[src/rtl/mux_pkg.sv]
// Shared slot encoding and FSM state type for the 4:1 TDM mux/demux pair.
// Slot n carries channel n; {s2,s1} on the mux side uses the same encoding.
package mux_pkg;

  localparam int NUM_SLOTS = 4;

  typedef logic [1:0] slot_t;

  localparam slot_t SLOT_A = 2'd0;
  localparam slot_t SLOT_B = 2'd1;
  localparam slot_t SLOT_C = 2'd2;
  localparam slot_t SLOT_D = 2'd3;

  typedef enum logic [0:0] {
    HUNT   = 1'b0,
    LOCKED = 1'b1
  } demux_state_t;

endpackage

[src/rtl/tdm_slot_counter.sv]
// Purpose: 2-bit TDM slot position with clear/load-1/advance controls and a wrap flag.
// Latency: slot updates on the edge after a control; o_wrap is combinational from the slot.
// Backpressure: none; controls are single-cycle strobes, clear beats load beats advance.
module tdm_slot_counter
  import mux_pkg::*;
(
  input  logic  clk,
  input  logic  rst_n,
  input  logic  i_clr,
  input  logic  i_load1,
  input  logic  i_adv,
  output slot_t o_slot,
  output logic  o_wrap
);

  slot_t r_slot;

  always_ff @(posedge clk or negedge rst_n) begin
    if (!rst_n) begin
      r_slot <= SLOT_A;
    end else if (i_clr) begin
      r_slot <= SLOT_A;
    end else if (i_load1) begin
      r_slot <= SLOT_B;
    end else if (i_adv) begin
      // Natural 2-bit overflow gives the 3 -> 0 wrap.
      r_slot <= r_slot + 2'd1;
    end
  end

  assign o_slot = r_slot;
  assign o_wrap = (r_slot == SLOT_D);

endmodule

[src/rtl/tdm_demux4.sv]
// Purpose: rebuild four channels from a sync-marked TDM beat stream; TDM_DEMUX_ERR_CNT_EN adds err_count/err_clr.
// Latency: outputs and frame_valid update 1 cycle after the slot-3 beat; sync_err 1 cycle after the bad beat.
// Backpressure: none; every in_valid beat is consumed, idle cycles are ignored.
module tdm_demux4
  import mux_pkg::*;
#(
  parameter int WIDTH = 4
) (
  input  logic             clk,
  input  logic             rst_n,
  input  logic             in_valid,
  input  logic             in_sync,
  input  logic [WIDTH-1:0] in_data,
  output logic [WIDTH-1:0] out_a,
  output logic [WIDTH-1:0] out_b,
  output logic [WIDTH-1:0] out_c,
  output logic [WIDTH-1:0] out_d,
  output logic             frame_valid,
  output logic             sync_err,
`ifdef TDM_DEMUX_ERR_CNT_EN
  output logic [7:0]       err_count,
  input  logic             err_clr,
`endif
  output logic             locked
);

  demux_state_t     r_state;
  logic [WIDTH-1:0] r_sh_a, r_sh_b, r_sh_c;
  logic [WIDTH-1:0] r_out_a, r_out_b, r_out_c, r_out_d;
  logic             r_frame_valid;
  logic             r_sync_err;

  slot_t w_slot;
  logic  w_wrap;
  logic  w_lk;
  logic  w_load1;
  logic  w_early;
  logic  w_miss;
  logic  w_adv;
  logic  w_frame_done;

  assign w_lk = (r_state == LOCKED);

  // Any sync beat (HUNT or LOCKED) becomes slot 0; early ones also flag an error.
  assign w_load1      = in_valid & in_sync;
  assign w_early      = in_valid & in_sync & w_lk & (w_slot != SLOT_A);
  assign w_miss       = in_valid & ~in_sync & w_lk & (w_slot == SLOT_A);
  assign w_adv        = in_valid & ~in_sync & w_lk & (w_slot != SLOT_A);
  assign w_frame_done = w_adv & w_wrap;

  tdm_slot_counter u_slot (
    .clk     (clk),
    .rst_n   (rst_n),
    .i_clr   (w_miss),
    .i_load1 (w_load1),
    .i_adv   (w_adv),
    .o_slot  (w_slot),
    .o_wrap  (w_wrap)
  );

  always_ff @(posedge clk or negedge rst_n) begin
    if (!rst_n) begin
      r_state <= HUNT;
    end else if (w_load1) begin
      r_state <= LOCKED;
    end else if (w_miss) begin
      r_state <= HUNT;
    end
  end

  always_ff @(posedge clk or negedge rst_n) begin
    if (!rst_n) begin
      r_sh_a <= '0;
      r_sh_b <= '0;
      r_sh_c <= '0;
    end else if (w_load1) begin
      r_sh_a <= in_data;
    end else if (w_adv) begin
      case (w_slot)
        SLOT_B:  r_sh_b <= in_data;
        SLOT_C:  r_sh_c <= in_data;
        default: ;
      endcase
    end
  end

  // Slot 3 bypasses the shadow so all four outputs flip on the same edge.
  always_ff @(posedge clk or negedge rst_n) begin
    if (!rst_n) begin
      r_out_a <= '0;
      r_out_b <= '0;
      r_out_c <= '0;
      r_out_d <= '0;
    end else if (w_frame_done) begin
      r_out_a <= r_sh_a;
      r_out_b <= r_sh_b;
      r_out_c <= r_sh_c;
      r_out_d <= in_data;
    end
  end

  always_ff @(posedge clk or negedge rst_n) begin
    if (!rst_n) begin
      r_frame_valid <= 1'b0;
      r_sync_err    <= 1'b0;
    end else begin
      r_frame_valid <= w_frame_done;
      r_sync_err    <= w_early | w_miss;
    end
  end

`ifdef TDM_DEMUX_ERR_CNT_EN
  logic [7:0] r_err_cnt;

  always_ff @(posedge clk or negedge rst_n) begin
    if (!rst_n) begin
      r_err_cnt <= 8'd0;
    end else if (err_clr) begin
      r_err_cnt <= 8'd0;
    end else if (r_sync_err && (r_err_cnt != 8'hFF)) begin
      r_err_cnt <= r_err_cnt + 8'd1;
    end
  end

  assign err_count = r_err_cnt;
`endif

  assign out_a       = r_out_a;
  assign out_b       = r_out_b;
  assign out_c       = r_out_c;
  assign out_d       = r_out_d;
  assign frame_valid = r_frame_valid;
  assign sync_err    = r_sync_err;
  assign locked      = w_lk;

endmodule

[config.mk]
export PLATFORM = sky130hd
export DESIGN_NAME = tdm_demux4
export DESIGN_NICKNAME = d
export VERILOG_FILES = /design/src/rtl/mux_pkg.sv /design/src/rtl/tdm_slot_counter.sv /design/src/rtl/tdm_demux4.sv
export SDC_FILE = /design/constraint.sdc
export NUM_CORES = 1
export LEC_CHECK = 0
export CAP_MARGIN = 20
export CELL_PAD_IN_SITES_DETAIL_PLACEMENT = 0
export CELL_PAD_IN_SITES_GLOBAL_PLACEMENT = 1
export CORE_ASPECT_RATIO = 1.1
export CORE_MARGIN = 3
export CORE_UTILIZATION = 40
export DETAILED_ROUTE_END_ITERATION = 16
export GPL_ROUTABILITY_DRIVEN = 0
export PLACE_DENSITY_LB_ADDON = 0.1
export SYNTH_ARGS = -nofsm -noshare
export SYNTH_HDL_FRONTEND = slang
export SYNTH_HIERARCHICAL = 1
export SYNTH_SLANG_ARGS = --single-unit
[constraint.sdc]
create_clock -name clk -period 1.9 [get_ports clk]
set_input_delay 0.38 -clock clk [delete_from_list [all_inputs] [get_ports clk]]
set_output_delay 0.38 -clock clk [all_outputs]
set_load 0.05 [all_outputs]
==> results list, run 1 <==
- Run status: finished, final reports clean
- Die Y-Extent: between 60 and 70 um
- Number of detailed-route iterations in the first pass: 2
* IR drop worst, VDD: around 900 uV
- The worst path needs approximately 1.8 ns of the cycle, external delays included.
- Std-Cell Core Area: approximately 3100 sq um
- The repair_antennas step left the layout with diodes totalling 0.
- The largest individual stage delay along the critical path comes from the cell clkdlybuf4s50_1.
- The worst setup path is launched from a flip-flop.
- Setup violations remaining at the end of the flow were counted as 0.
- Worst slew slack as a fraction of its limit: roughly two thirds
- Die area: 3970 sq um
- Period Utilization, post-route: roughly 96%
- Commonest cells after routing, fill and taps aside: dfrtp_1 (33), mux2_2 (28), dlymetal6s2s_1 (14), clkdlybuf4s50_1 (9), buf_4 (8)
- From left edge to right edge, the die measures between 60 and 70 um.
* Largest net degree at the start of global routing: 34
- Fraction of power spent switching nets: approximately two fifths
- After synthesis the netlist holds a flip-flop and latch count of 33.
- Delay contributed by the slowest stage of the critical path: around 0.79 ns
* Count of boundary I/O pins: 27
* Startpoint-to-endpoint class of the critical path: flip-flop to primary output
* CTS tree: done
* Synthesized area: 1300 sq um
- Count of buffering cells on the critical path with inverters included: 1
* Area Overhead vs Synth: 32.9%
* Vias in the first global route: around 820
- Top achievable clock speed: about 550 MHz
- Final Hold Slack: ~0.43 ns
* Tightest Pin Transition: approximately 0.51 ns
- Across the run, the number of max-cap violations was 0.
* Nets@finish: roughly 130
- At the later pin of the worst-skew pair, clock insertion delay measures between 0.3 and 0.4 ns.
- Antenna violations before repair: 0
- First-pass GRT wire length: around 3700 um
- In this run, the combinational gates consume 46.8% of the power.
* Overall via count from detail_route: roughly 760
* Post-synthesis instance total: about 80
* Final hold vios: 0
- Arr. time, crit path: 1.44 ns
- Average detailed-routed wire length per instance: ~14 um
- Global routing used between 10% and 20% of the available tracks across all layers.
- CP max FO: 1
* Aggregate routed wire length: between 2000 and 2500 um
- The synthesized design spends more area on one cell type than any other, namely dfrtp_1.
* Worst-path cell chain: clkdlybuf4s50_1
- The library cell used most frequently in the layout, excluding fill and tap cells, is dfrtp_1.
- Summed over all cells, the static leakage comes to 0.993 nW.
- Slew Limit Fails: 0
- Detailed placement finished with a half-perimeter wire length of between 1500 and 2000 um.
- Clock root buffer master: clkbuf_4
* Switch Pwr: about 1.2 mW
- Clock-pin slew of the registers on the worst-case setup and hold paths: 0.11 ns
* Post-detailed-route via-to-cell ratio: between 4 and 5
* Share of cells above drive strength 1: between 30 and 40%
* Bufs on Longest Clock Path: 2
* Number of unique standard cell types used by synthesis: 17
- Sequential area share after synthesis: between 60% and 70%
- Setup repair after global routing left no endpoint under its margin.
- Total of buffers placed on input and output ports: 26
- The count of nets left with antenna violations once routing finished came out at 0.
- Sequential cell fraction of total power: approximately 40%
- Worst-case clock skew: ~0.013 ns
- Remaining DRCs: 0
- The cell family contributing the most delay on the critical path is buffers and inverters.
* Synthesis Warnings: 6
- Of the post-synthesis cell area, the dominant cell type holds a little under two thirds.
- Internal power of the cells: 1.63 mW
- Endpoint type of the worst setup path: primary output
- Post-synthesis average cell area: 16.0 sq um
* Initial Util: between 40% and 50%
- Number of filler instances in the final layout: 261
- H-tree depth: 2
* Mapped Nets: 90
- Top post-synthesis cells by area: dfrtp_1 (64%), mux2_2 (24%), nand3b_4 (1.5%)
- Required time at the endpoint of the critical path: around 1.5 ns
- The share of total power dissipated in the clock network is between 10% and 20%.
* Buffers inserted by post-CTS timing repair: 0
- CTS saw 33 sinks.
- Cells fill between 50% and 60% of the core in the end.
- The path class of the tightest hold or removal check is primary input to asynchronous set/reset pin.
- Global routing finished with a remaining overflow of 0.
- Counting the buffers created by CTS gives 5.
* Drt first-iter violations: 10
- The floorplan has 21 rows.
- Power density relative to cell area: 1620 nW/um^2
==> through the flow <==
stage	std cells	setup TNS (ns)	area (sq um)	total power [mW]	worst slack [ns]
2_1_floorplan	81	0	1300	2.03	0.0789
3_3_place_gp	146	0	1640	2.45	0.0134
3_5_place_dp	146	-0.0310	1640	2.48	-0.00721
4_1_cts	154	0	1690	2.86	0.00537
5_1_grt	154	0	1730	2.96	0.00895
6_report	154	0	1730	2.80	0.0764
==> cell usage after synthesis <==
cell	count
mux2_2	28
inv_1	2
nor3b_4	1
dfrtp_1	33
a21oi_1	1
nor3_1	2
and3_2	1
nor3b_1	2
nor2_1	2
xnor2_1	1
a21o_1	1
mux2i_1	1
xor2_1	1
buf_6	1
nand3b_4	1
nand2_1	2
ha_1	1
==> power by group through the flow <==
stage / combinational, mW / sequential, mW / clock [mW]
global placement: 1.32 / 1.13 / 0
detailed placement: 1.33 / 1.15 / 0
finish: 1.31 / 1.12 / 0.368
CTS: 1.34 / 1.13 / 0.387
floorplan: 0.348 / 1.69 / 0
global route: 1.38 / 1.16 / 0.412
==> worst register-to-register path: cells and delay by family, from the launching register on <==
| kind | cells | cell delay (ns) |
|---|---|---|
| flip-flops | 1 | 0.46 |
| multiplexers | 1 | 0.34 |
| buffers and inverters | 1 | 0.18 |
| AND/OR/NAND/NOR | 2 | 0.40 |
==> state kept, by name (all words and copies together), names as in the netlist <==
signal         flops
out_a              4
out_b              4
out_c              4
out_d              4
r_sh_a             4
r_sh_b             4
r_sh_c             4
u_slot/o_slot      2
frame_valid        1
locked             1
sync_err           1
==> final timing paths <==
path / to / depth (start not counted) / from / slack (ns)
max: frame_valid / 1 / frame_valid / 0.08
min: out_a[0] / 2 / rst_n / 0.43
max reg2reg: out_c[1] / 4 / u_slot/o_slot[0] / 0.41
min reg2reg: out_c[2] / 1 / r_sh_c[2] / 0.50
max in group asynchronous: r_sh_b[1] / 2 / rst_n / 1.16
min in group clk: out_c[2] / 1 / r_sh_c[2] / 0.50
==> metal layers <==
layer	vias up	part of all wire, %	global-route usage (%)	wire length, um
li1	361	-	-	-
met3	5	6.2	5.89	138
met1	379	41	14.6	905
met4	0	1.3	5.82	28
met2	18	52	21.6	1150
met5	-	0	0	0
==> logic make-up after synthesis <==
group,Yosys count,synth area share (%)
AOI/OAI and AO/OA,2,0.963
xor gates and xnor gates,2,1.35
adders and majority gates,1,0.963
buffers and inverters,3,1.45
DFF,33,63.6
muxes,29,25.0
and+or+nand+nor,11,6.65
==> layout make-up <==
class	instances	area (sq um)	area share, %
timing repair buffer	32	345	20.0
multi-input combinational	45	454	26.3
sequential	33	826	47.8
tap	34	42.5	2.46
inverter	2	7.51	0.435
clock inverter	2	10.0	0.580
clock buffer	6	41.3	2.39
==> timing repair <==
item / CTS / global route
gates resized for setup: 0 / 14
hold buffers: 0 / 0
endpoints found under the setup margin: 0 / 14
Note: power is estimated with default switching activity, not from simulation.
==> inputs of run 2 (changes only) <==
SLEW_MARGIN = 20   (was not set)
==> results of run 2 <==
No change in the layout: final DEF, timing and power equal those of run 1.
